### src/rtl/iq_boxcar_decim.sv
// ---------------------------------------------------------------------------
// iq_boxcar_decim
//
// Boxcar decimator for an interleaved I/Q sample stream. Samples arrive one
// per clk (when iq_gate=1) as I, Q, I, Q ... with iq_trig marking the phase
// (0 = I, 1 = Q). Each channel is summed over n_lat consecutive I/Q pairs.
// The sums are then arithmetically shifted right and saturated to ow bits.
// One I/Q result pair is emitted per block, together with a one-cycle strobe.
//
// Optional build macro:
//   IQ_BOXCAR_ROUND_EN  When defined, 2^(shift-1) is added before the shift
//                       (round half up). When undefined, the output stage
//                       uses plain arithmetic shift (truncation toward -inf).
//
// Ports
//   clk        system clock
//   rst        synchronous reset, active high
//   iq_data    interleaved I/Q sample, signed, iw bits
//   iq_gate    sample valid; cycles with iq_gate=0 leave the FSM untouched
//   iq_trig    sample phase: 0 = I, 1 = Q
//   time_err   upstream timing error; aborts the current block on any cycle
//   dec_n      pairs per block (0 behaves as 1), latched at block start
//   shift      arithmetic right shift 0..15, latched at block start
//   i_out      decimated I, signed, ow bits, held between strobes
//   q_out      decimated Q, signed, ow bits, held between strobes
//   out_valid  one-cycle strobe marking new i_out/q_out
//   sat_flag   sticky: an output was clamped (cleared by rst only)
//   phase_err  sticky: I/Q phase sequence broken (cleared by rst only)
// ---------------------------------------------------------------------------
module iq_boxcar_decim #(
    parameter int iw = 16,
    parameter int nw = 12,
    parameter int ow = 18
) (
    input  logic                 clk,
    input  logic                 rst,
    input  logic signed [iw-1:0] iq_data,
    input  logic                 iq_gate,
    input  logic                 iq_trig,
    input  logic                 time_err,
    input  logic        [nw-1:0] dec_n,
    input  logic        [3:0]    shift,
    output logic signed [ow-1:0] i_out,
    output logic signed [ow-1:0] q_out,
    output logic                 out_valid,
    output logic                 sat_flag,
    output logic                 phase_err
);

    localparam int aw = iw + nw;

    // Saturation limits expressed at the aw+1 bit width of the shifted sum.
    localparam logic signed [aw:0] SAT_MAX = {{(aw-ow+2){1'b0}}, {(ow-1){1'b1}}};
    localparam logic signed [aw:0] SAT_MIN = {{(aw-ow+2){1'b1}}, {(ow-1){1'b0}}};

    typedef enum logic [1:0] {
        SYNC   = 2'd0,
        WANT_Q = 2'd1,
        WANT_I = 2'd2
    } state_t;

    state_t               r_state, w_state_next;
    logic signed [aw-1:0] r_acc_i, r_acc_q;
    logic signed [aw-1:0] w_acc_i_next, w_acc_q_next;
    logic signed [aw-1:0] w_base_i, w_base_q, w_data_ext;
    logic        [nw-1:0] r_cnt, w_cnt_next, w_base_cnt, w_cnt_inc;
    logic        [nw-1:0] r_n_lat, w_n_lat_next, w_dec_n_eff;
    logic        [3:0]    r_sh_lat, w_sh_lat_next;
    logic                 r_end_pend, w_end_next;
    logic                 w_perr_next;

    // Dump stage: one entry per channel (0 = I, 1 = Q).
    logic signed [aw-1:0] r_dump [2];
    logic        [3:0]    r_dump_sh;
    logic                 r_dump_vld;
    logic signed [ow-1:0] w_sat  [2];
    logic        [1:0]    w_clip;

    assign w_data_ext  = {{nw{iq_data[iw-1]}}, iq_data};
    assign w_dec_n_eff = (dec_n == '0) ? nw'(1) : dec_n;

    // The edge after a block-ending Q hands the finished sums to the dump
    // stage. On that same edge the accumulators restart from zero, yet a new
    // I may already be arriving, so it is added onto a zero base instead of
    // the old sum. This keeps back-to-back blocks free of dropped samples.
    assign w_base_i   = r_end_pend ? '0 : r_acc_i;
    assign w_base_q   = r_end_pend ? '0 : r_acc_q;
    assign w_base_cnt = r_end_pend ? '0 : r_cnt;
    assign w_cnt_inc  = w_base_cnt + nw'(1);

    // ------------------------------------------------------------------
    // Phase tracking FSM and accumulators
    // ------------------------------------------------------------------
    always_comb begin
        w_state_next  = r_state;
        w_acc_i_next  = w_base_i;
        w_acc_q_next  = w_base_q;
        w_cnt_next    = w_base_cnt;
        w_n_lat_next  = r_n_lat;
        w_sh_lat_next = r_sh_lat;
        w_end_next    = 1'b0;
        w_perr_next   = phase_err;

        if (time_err) begin
            // Abort wins over everything, including a block end this cycle.
            w_state_next = SYNC;
            w_acc_i_next = '0;
            w_acc_q_next = '0;
            w_cnt_next   = '0;
        end else if (iq_gate) begin
            unique case (r_state)
                SYNC: begin
                    if (!iq_trig) begin
                        w_acc_i_next  = w_data_ext;
                        w_acc_q_next  = '0;
                        w_cnt_next    = '0;
                        w_n_lat_next  = w_dec_n_eff;
                        w_sh_lat_next = shift;
                        w_state_next  = WANT_Q;
                    end
                end
                WANT_Q: begin
                    if (iq_trig) begin
                        w_acc_q_next = w_base_q + w_data_ext;
                        w_cnt_next   = w_cnt_inc;
                        w_end_next   = (w_cnt_inc == r_n_lat);
                        w_state_next = WANT_I;
                    end else begin
                        w_perr_next  = 1'b1;
                        w_acc_i_next = '0;
                        w_acc_q_next = '0;
                        w_cnt_next   = '0;
                        w_state_next = SYNC;
                    end
                end
                WANT_I: begin
                    if (!iq_trig) begin
                        // A zero pair count in WANT_I only happens right after
                        // a block end, so this I opens a new block.
                        if (w_base_cnt == '0) begin
                            w_n_lat_next  = w_dec_n_eff;
                            w_sh_lat_next = shift;
                        end
                        w_acc_i_next = w_base_i + w_data_ext;
                        w_state_next = WANT_Q;
                    end else begin
                        w_perr_next  = 1'b1;
                        w_acc_i_next = '0;
                        w_acc_q_next = '0;
                        w_cnt_next   = '0;
                        w_state_next = SYNC;
                    end
                end
                default: begin
                    w_state_next = SYNC;
                end
            endcase
        end
    end

    always_ff @(posedge clk) begin
        if (rst) begin
            r_state    <= SYNC;
            r_acc_i    <= '0;
            r_acc_q    <= '0;
            r_cnt      <= '0;
            r_n_lat    <= nw'(1);
            r_sh_lat   <= '0;
            r_end_pend <= 1'b0;
            phase_err  <= 1'b0;
        end else begin
            r_state    <= w_state_next;
            r_acc_i    <= w_acc_i_next;
            r_acc_q    <= w_acc_q_next;
            r_cnt      <= w_cnt_next;
            r_n_lat    <= w_n_lat_next;
            r_sh_lat   <= w_sh_lat_next;
            r_end_pend <= w_end_next;
            phase_err  <= w_perr_next;
        end
    end

    // ------------------------------------------------------------------
    // Dump stage: freezes the finished sums together with the shift that
    // was latched for that block, since a new block may relatch shift on
    // this very edge.
    // ------------------------------------------------------------------
    always_ff @(posedge clk) begin
        if (rst) begin
            r_dump[0]  <= '0;
            r_dump[1]  <= '0;
            r_dump_sh  <= '0;
            r_dump_vld <= 1'b0;
        end else begin
            r_dump_vld <= r_end_pend;
            if (r_end_pend) begin
                r_dump[0] <= r_acc_i;
                r_dump[1] <= r_acc_q;
                r_dump_sh <= r_sh_lat;
            end
        end
    end

    // ------------------------------------------------------------------
    // Shift, optional rounding and saturation, per channel
    // ------------------------------------------------------------------
    generate
        for (genvar gi = 0; gi < 2; gi++) begin : g_chan
            logic signed [aw:0] w_ext;
            logic signed [aw:0] w_sum;
            logic signed [aw:0] w_y;

            // One extra bit so the rounding constant cannot overflow.
            assign w_ext = {r_dump[gi][aw-1], r_dump[gi]};
`ifdef IQ_BOXCAR_ROUND_EN
            logic signed [aw:0] w_rnd;
            assign w_rnd = (r_dump_sh == 4'd0) ? '0
                         : ((aw+1)'(1) << (r_dump_sh - 4'd1));
            assign w_sum = w_ext + w_rnd;
`else
            assign w_sum = w_ext;
`endif
            assign w_y        = w_sum >>> r_dump_sh;
            assign w_clip[gi] = (w_y > SAT_MAX) || (w_y < SAT_MIN);
            assign w_sat[gi]  = (w_y > SAT_MAX) ? SAT_MAX[ow-1:0]
                              : (w_y < SAT_MIN) ? SAT_MIN[ow-1:0]
                              : w_y[ow-1:0];
        end
    endgenerate

    always_ff @(posedge clk) begin
        if (rst) begin
            i_out     <= '0;
            q_out     <= '0;
            out_valid <= 1'b0;
            sat_flag  <= 1'b0;
        end else begin
            out_valid <= r_dump_vld;
            if (r_dump_vld) begin
                i_out <= w_sat[0];
                q_out <= w_sat[1];
                if (|w_clip) begin
                    sat_flag <= 1'b1;
                end
            end
        end
    end

endmodule

### config.mk
export PLATFORM = sky130hd
export DESIGN_NAME = iq_boxcar_decim
export DESIGN_NICKNAME = d
export VERILOG_FILES = /design/src/rtl/iq_boxcar_decim.sv
export SDC_FILE = /design/constraint.sdc
export NUM_CORES = 1
export LEC_CHECK = 0
export CORE_ASPECT_RATIO = 1.25
export CORE_MARGIN = 1.5
export CORE_UTILIZATION = 63
export CTS_BUF_LIST = sky130_fd_sc_hd__clkbuf_2
export DETAILED_ROUTE_END_ITERATION = 6
export GPL_TIMING_DRIVEN = 0
export PLACE_DENSITY = 0.9
export SLEW_MARGIN = 10
export SYNTH_ARGS = -nofsm -noshare
export SYNTH_HDL_FRONTEND = slang
export SYNTH_SLANG_ARGS = --single-unit
### constraint.sdc
create_clock -name clk -period 4.7 [get_ports clk]
set_input_delay 0.705 -clock clk [delete_from_list [all_inputs] [get_ports clk]]
set_output_delay 0.705 -clock clk [all_outputs]
set_load 0.05 [all_outputs]
# Word level (Yosys, flattened, before mapping)
# Memories as Yosys holds them, arrays and structs flattened.
# Cells that the tools add are included.
# classes
n_addsub	3
n_lt_le_gt_ge	4
eq_ne	8
shifts	2
muxes	45
n_bitwise	6
n_reduce_logical	14
# ops
operator	count
two-way mux 28 bit	12
case mux 28 bit (3 select lines)	2
two-way mux 12 bit	9
two-way mux 18 bit	4
> comparator 29 x 18 -> 1 bit, second input constant	2
less-than comparator 29 x 18 -> 1 bit, second input constant	2
>>> shifter 28 x 4 -> 29 bit	2
adder 28 x 16 -> 28 bit	2
case mux 12 bit (3 select lines)	1
zero test 12 bit	2
case mux 12 bit (2 select lines)	1
adder 12 x 1 -> 12 bit, second input constant	1
equality test 12 bit	1
two-way mux 4 bit	3
inequality test 2 bit, second input constant	5
two-way mux 1 bit	8
case mux 4 bit (2 select lines)	1
case mux 2 bit (3 select lines)	1
AND reduction 6 bit	1
AND reduction 5 bit	1
OR reduction 5 bit	1
two-way mux 2 bit	2
NOT 1 bit	4
AND reduction 2 bit	2
other kinds (8)	12
# totals
regBits	131
mem_bits_rw	56
inputBits	37
output_inout_bits	39
word_cells	97
memories	1
# memory_table
memory	depth	width	rd	rd_ports_with_merged_regs	wr	line	text
r_dump	2	28	2	0	2	73	logic signed [aw-1:0] r_dump [2];

# Logic depth before layout (Yosys ltp)
# An unclocked memory read counts as a cell.
# logic_depth
ltp_word	6
ltp_mapped	23
mapped_depth_nobuf	13

# Worst setup path after synthesis
# Ideal clock, no wire load.
# synth_timing
kind	flip-flop to flip-flop
from	reg r_end_pend
to	reg r_acc_i[19]
setup_time_ns	0.128
arrival_time_ns	4.193
required_time_ns	4.572
setup_slack_ns	0.379
path_stages_with_launch	23
n_path_buf	10
synth_period_minus_slack_ns	4.321
cell_sequence	dfxtp_1 > buf_6 > buf_8 > buf_12 > buf_12 > buf_4 > buf_4 > buf_4 > clkbuf_1 > buf_2 > clkbuf_1 > nor2b_1 > ha_1 > o21a_1 > a21oi_1 > o221ai_2 > a21oi_2 > o32ai_1 > a32o_1 > mux2i_1 > mux2_2 > a221oi_2 > nor2_1
# synth_via
elab_chain_cells	5
elab_cells_between_ends	7
cone_classes	add/sub (1); mux (6)
# synth_rtl
element	line	text
start, declared	69	logic r_end_pend, w_end_next;
start signal, assigned	178	r_end_pend <= w_end_next;
two-way mux 28 bit (*)	86	assign w_base_i = r_end_pend ? '0 : r_acc_i;
adder 28 x 16 -> 28 bit	144	w_acc_i_next = w_base_i + w_data_ext;
two-way mux 28 bit	137	if (!iq_trig) begin
case mux 28 bit (3 select lines)	111	unique case (r_state)
two-way mux 28 bit (*)	110	end else if (iq_gate) begin
end signal, assigned	173	r_acc_i <= w_acc_i_next;
end, declared	63	logic signed [aw-1:0] r_acc_i, r_acc_q;
# Every way passes the cells marked *; elsewhere a longest branch is shown, timed or not.
# A chain may end at the register's enable or synchronous reset.

# Worst setup path after layout
# layout_timing
from	reg r_end_pend
to	reg r_cnt[10]
# layout_via
elab_chain_cells	5
elab_cells_between_ends	7
cone_classes	add/sub (1); mux (6)
# layout_rtl
element	line	text
two-way mux 12 bit (*)	88	assign w_base_cnt = r_end_pend ? '0 : r_cnt;
adder 12 x 1 -> 12 bit	89	assign w_cnt_inc = w_base_cnt + nw'(1);
two-way mux 12 bit	123	if (iq_trig) begin
case mux 12 bit (3 select lines)	111	
two-way mux 12 bit (*)	110	
end signal, assigned	175	r_cnt <= w_cnt_next;
end, declared	66	logic [nw-1:0] r_cnt, w_cnt_next, w_base_cnt, w_cnt_inc;
# Marked as above.

==> metrics.cfg <==
[clocking]
clk_root_buffer_cell=sky130_fd_sc_hd__clkbuf_2
cts_inserted_buffers=17
tritoncts=built
cts-htree-levels=4
clk_pin_slew_worst_paths_ns=0.33
clock_insertion_delay_worst_skew_ns=0.89
clockBufferDepth=2
clock_sinks=187

[sta]
final_hold_viol_count=0
worst_pin_slew_ns=1.259
worst_hold_slack_ns=0.1561
timing.final.crit_share=0.9680
maxSlewHeadroom=0.1573
fmax_mhz=219.8
rsz0062_at_grt=no
timing.setup.tns_ns=0
final_critical_path_time_including_i_o_delays_and_setup_ns=4.550
final_max_slew_viol_count=0
worst_clock_skew_ns=0.08924
setup_viol=0

[global_route]
largest_net_degree_at_the_start_of_global_routing=57
grtUsageTotal=0.4440
grt_met2_use=0.7589
grt_antenna_before_repair=3
grt_first_pass_wirelength_um=82210
grt.overflow.total=0
busiest_layer=met2
vias_in_the_first_global_route=14947
grtUsageMet1=0.4821
grt.met3_usage=0.07961

[yosys]
syn_area_cell_um2=8.064
edff_count_synth=56
seq_area_frac_synth=0.2910
ys_warn_count=0
synthesis.nets=1895
flop_and_latch_count_out_of_synthesis=187
count_of_mapped_cells_out_of_synthesis=1834
post_synth_instance_area_um2=14790
yosys.cell_types.count=93
postSynth.asyncResetShare=0
ys.flop_type=sky130_fd_sc_hd__dfxtp_1

[die]
fp.dieH_um=174.3
start_util=0.6419
core_area_um2=23040
fp-row-count=62
dieWidth_um=140.0
floorplan.die_area_um2=24410
ioPinCount=76

[detailed_routing]
antenna_violating_nets_remaining=0
vias_per_cell=6.952
vias=15454
overall_routed_net_length_um=54280
post-route-drc-count=0
drtIter0Drc=1702
dr.pass1.iters=7
post_drt_wl_per_cell_um=24.42

[critical_path]
cpPeakStageDelay_ns=0.57
worstSetupEndpointType=register
max_stage_delay_cell_worst_path=sky130_fd_sc_hd__buf_1
cp_top_family=buffers and inverters
critical_path_s_most_frequent_cell=sky130_fd_sc_hd__and3_1
cp_max_fo=10
path_buf_inv=7
cp.arrival_ns=5.34
setup.reg_to_reg.worst_slack_ns=0.15
crit_path_start_kind=register
worstPathRequired_ns=5.49
cp_cell_sequence=buf_6 -> inv_1 -> buf_2 -> buf_1 -> clkbuf_2 -> clkbuf_2 -> nand2_1 -> inv_1 -> ha_1 -> and3_1 -> and3_1 -> and3_1 -> nand3_1 -> xnor2_1 -> a22oi_1 -> nor2_1 -> a21oi_1 -> nor2_1
critPathKind=reg -> reg

[layout]
layout.nets=1981
final_common_cell=sky130_fd_sc_hd__nor2_1
fillCellCount=1888
area_used_by_multi_input_combinational_logic_um2=9732
drive_gt1_frac=0.08639
regArea_um2=4308
layout-area-overhead-vs-synth_pct=9.687
post_layout_nonfiller_instances=2223
postLayoutCoreUtil=0.7041
most-common-layout-cells=sky130_fd_sc_hd__nor2_1 (241), sky130_fd_sc_hd__nand2_1 (145), sky130_fd_sc_hd__dfxtp_1 (130)

[power]
max-vdd-ir-drop_mv=0.1532
pwr_density_cell_nw_per_um2=198.3
static-leakage-power_nw=5.969

[placement]
placedCellCount=2191
port_buffers=68
place.detailed.hpwl_um=41100
finalWeightedCongestion=1.013

[outcome]
run_status=completed

[job]
cap_violations=0

[hold_path]
path_type_of_the_worst_min_delay_path=in -> reg

-- worst register-to-register path: cells and delay by family, from the launching register on --
family	cells	cell delay, ns
buffers and inverters	7	2.21
and+or+nand+nor	7	1.08
AOI/OAI and AO/OA	2	0.31
adders and majority gates	1	0.24
DFF	1	0.44
xor gates and xnor gates	1	0.19
-- kinds of logic after synthesis --
group                    share of synthesized area
adder cells (fa/ha/maj)                    0.02437
buffers and inverters                      0.05609
AND/OR/NAND/NOR                             0.2238
multiplexers                                0.1063
XOR/XNOR                                   0.05093
AO/OA/AOI/OAI                               0.2475
flip-flops                                  0.2910
-- where the power goes --
group	switching (W)	internal (W)	leakage, nW
sequential	0.0000307	0.00169	1.64
combinational	0.000336	0.000185	4.17
clock	0.000649	0.000321	0.164
total	0.00102	0.00220	5.97
-- final cells by class --
| type | instances | share of cell area |
|---|---|---|
| diodes | 2 | 0.0003085 |
| plain buffers | 151 | 0.04335 |
| clock buffers | 19 | 0.005862 |
| clock inverters | 13 | 0.01134 |
| inverters | 37 | 0.008562 |
| multi-input cells | 1456 | 0.5999 |
| flip-flops and latches | 187 | 0.2656 |
| well taps | 288 | 0.02221 |
| repair buffers | 70 | 0.04288 |
-- sequential cells by signal (all words and copies together), names as in the netlist, 2 cells and up --
| register | cells |
|---|---|
| r_acc_i | 28 |
| i_out | 18 |
| q_out | 18 |
| r_dump_sh | 4 |
| r_sh_lat | 4 |
| r_state | 2 |
| r_acc_q | 28 |
| r_dump | 56 |
| r_n_lat | 12 |
| r_cnt | 12 |
-- repair_timing --
| item | in CTS | in global routing |
|---|---|---|
| endpoints found under the setup margin | 117 | 10 |
| buffers inserted | 1 | 0 |
| pin swaps | 1 | 2 |
| gates resized for setup | 19 | 8 |
| hold buffers | 0 | 0 |
-- synth_stat cells (all sizes together) (17+ instances only) --
master	number	area [µm²]
nor2	241	904.6
nand2	146	550.5
dfxtp	131	2623
a21oi	129	649.4
o21ai	101	509.2
clkbuf	95	356.6
mux2i	66	660.6
and2	63	394.1
buf	59	334.1
edfxtp	56	1682
xnor2	54	473.0
nor2b	52	325.3
nor3	49	245.2
a31oi	43	296.5
a211oi	39	292.8
o22ai	38	237.7
inv	35	131.4
mux4	34	765.7
xor2	32	280.3
o211ai	31	246.5
nand3	28	140.1
ha	24	300.3
a22oi	23	172.7
a21o	17	127.6
-- through the flow --
step | power [W] | setup slack [ns] | cell area, µm²
6_report | 0.003216 | 0.1505 | 16220
5_1_grt | 0.003296 | 0.1296 | 16220
4_1_cts | 0.003176 | 0.08621 | 16190
3_5_place_dp | 0.002246 | -1.955 | 15840
3_3_place_gp | 0.002234 | -1.825 | 15830
2_1_floorplan | 0.002079 | 0.3790 | 14790
-- layer usage --
layer | share of wire | wire length [µm]
met2 | 0.48 | 25930
met3 | 0.097 | 5264
met5 | 0 | 0
met4 | 0.085 | 4615
met1 | 0.34 | 18470
-- worst paths after layout --
path	start	end	depth (start not counted)
setup reg to reg	r_end_pend$_SDFF_PP0_	r_cnt[10]$_SDFF_PP0_	18
hold reg to reg	sat_flag$_SDFFE_PP0P_	sat_flag$_SDFFE_PP0P_	2
setup / recovery	r_end_pend$_SDFF_PP0_	r_cnt[10]$_SDFF_PP0_	18
hold / removal	iq_gate	r_state[1]$_SDFFE_PP0P_	3
Note: power is estimated with default switching activity, not from simulation.
==> RTL change (same settings) <==
Change the parameter `iw` from 16 to 32.
--- a/src/rtl/iq_boxcar_decim.sv
+++ b/src/rtl/iq_boxcar_decim.sv
@@ -29,5 +29,5 @@
 // ---------------------------------------------------------------------------
 module iq_boxcar_decim #(
-    parameter int iw = 16,
+    parameter int iw = 32,
     parameter int nw = 12,
     parameter int ow = 18
Ports: changed (resized iq_data); port bits go from 76 to 92. No check against the original RTL was run, so the function may have changed too.
==> RTL change against the unedited design <==
Sequential cell count up 64; critical endpoint is now r_acc_q[38]$_SDFF_PP0_; setup slack worse by 0.11 ns; global-route usage up 2.7 points; area after synthesis up 48%; design area up 50%; wire length up 57%; power up 50%; via count up 52%; die area up 47%.
==> RTL change: results (changes against the unedited design) <==
DRT iter0 DRCs 2917 (+71%); critical path startpoint r_end_pend$_SDFF_PP0_; clock root buffer clkbuf_2; Cells after Synth 2780 (+52%); cell family with most CP delay compound AO/OA/AOI/OAI gates; clock skew 0.217 ns (+0.128 ns); number of synthesized flops with an enable pin 88 (+57%); htree depth 2 (-2); Synth area leaders dfxtp_1 15%, edfxtp_1 12%, nor2_1 5.5%, mux2i_1 5.2%, nand2_1 4.6%; largest net degree at the start of global routing 68 (+19%); Seq/Total Area, Yosys 0.270 (-0.0213); GPL Wtd Cong 1.05 (+3.5%); via/cell ratio 6.81 (-2.0%); clock-pin slew on the worst setup and hold paths 0.11 ns (-0.22 ns); top flop regs r_dump: 88 flops, r_acc_i: 44 flops, r_acc_q: 44 flops; Mapped Nets 2873 (+52%); layout cells sized above 1 0.112 (+0.0255); Worst-Skew Late Latency 1.12 ns (+0.23 ns); initial antenna violation count 3 (unchanged); hold endpoint r_acc_q[4]$_SDFF_PP0_; Tot GR Track Use 0.471 (+0.0267); Max FO, Critical Path 11 (+1); CTS Buf Count 60 (+43); Max VDD drop 0.000159 V (+3.6%); CP arrival 5.46 ns (+0.12 ns); routed metal-1 wirelength 29200 um (+58%); Max clock buf depth 3 (+1); IO buf count 79 (+16%); Avg WL per Cell 24.6 um (+0.74%); CP max-delay cell o211ai_4; P_leak 0.00942 uW (+58%); pre-CTS WS -2.61 ns (-0.655 ns); DRT Wirelength 85000 um (+57%); vias in the first global route 22300 (+49%); wire length on met2 38500 um (+48%); TritonRoute pass-1 iters 6 (-1); Synth cell types 101 (+8.6%); met3 wire length 8950 um (+70%); Final Cycle Share 0.991 (+0.0226); Final HPWL DP 64300 um (+56%); max reg flops 88 (+57%); placed insts 3329 (+52%); reg2reg path depth 21 (+3); Post-synth top cells 323 x nor2_1, 270 x nand2_1, 197 x a21oi_1; first-pass GRT wire length 128000 um (+56%); CP Capture Point r_acc_q[38]$_SDFF_PP0_; nets 3029 (+53%); CP max stage delay 0.38 ns (-0.19 ns); worst hold path cell count 5 (+2); outcome finished, final reports clean; Max Used Layer met4; Slew HR 0.195 (+0.0378); Hold WC Path Type in -> reg; min-delay src iq_data[4]
RTL change: cell count changes in the layout (fill, tap and decap cells not counted), moves of 33 or more:
cell      unedited run  this run
dfxtp_1            130       163
a31oi_1             38        82
nor2b_1             52        88
nand2_1            145       269
mux2i_1             66       113
nand3_1             28        62
o21ai_0             96       185
clkbuf_2            21        72
nor2_1             241       322
xnor2_1             54        94
a21oi_1            128       195
and2_1              63       104
buf_2               27        68
RTL change: power breakdown:
group	total, uW	switching, uW	internal, uW	leakage, uW
sequential	2330	45.2	2290	0.00222
combinational	811	516	295	0.00677
clock	1660	1040	626	0.000429
RTL change: per-stage QoR:
| step | hold WS, ns | area, sq um | util |
|---|---|---|---|
| final | 0.187 | 24300 | 0.709 |
| after detailed placement | 0.451 | 23300 | 0.680 |
| after floorplan | 0.429 | 21900 | - |
| after CTS | 0.143 | 24300 | 0.707 |
| after global routing | 0.214 | 24300 | 0.709 |
| after global placement | 0.440 | 23300 | 0.678 |
RTL change: cell type report:
class	count	area, sq um
diodes	3	7.51
plain buffers	233	1240
clock buffers	71	355
clock inverters	41	273
fillers	2744	9980
inverters	56	213
multi-input cells	2233	14800
flip-flops and latches	251	5910
well taps	468	586
repair buffers	101	1000
RTL change: cells by family after synthesis:
family	after synthesis	share of synthesized area
DFF	251	0.270
adders and majority gates	55	0.0298
and+or+nand+nor	1021	0.229
muxes	169	0.102
xor gates and xnor gates	158	0.0632
buffers and inverters	296	0.0631
AOI/OAI and AO/OA	830	0.243
RTL change: worst reg2reg max path: stages (launching register included):
cell	delay [ns]
dfxtp_1	0.35
buf_6	0.13
buf_12	0.16
buf_16	0.17
buf_12	0.15
clkbuf_16	0.16
buf_12	0.17
buf_12	0.14
nor2b_4	0.04
ha_4	0.17
ha_2	0.19
a21o_1	0.17
a222oi_1	0.29
buf_4	0.21
and4bb_4	0.26
o211ai_4	0.38
nand3_4	0.16
a311oi_4	0.38
o221ai_2	0.20
a31oi_1	0.23
xnor2_1	0.09
a22o_1	0.19
RTL change: layer usage:
layer	GRT usage	vias up
met2	0.756	1650
met1	0.529	10900
met4	0.416	0
met5	0	-
li1	-	10500
met3	0.0983	510
RTL change: repair_timing:
item | CTS | global route
resized for setup | 47 | 17
gates cloned | 1 | 0
endpoints found under the setup margin | 180 | 22
pin swaps | 12 | 17
buffers inserted | 10 | 8
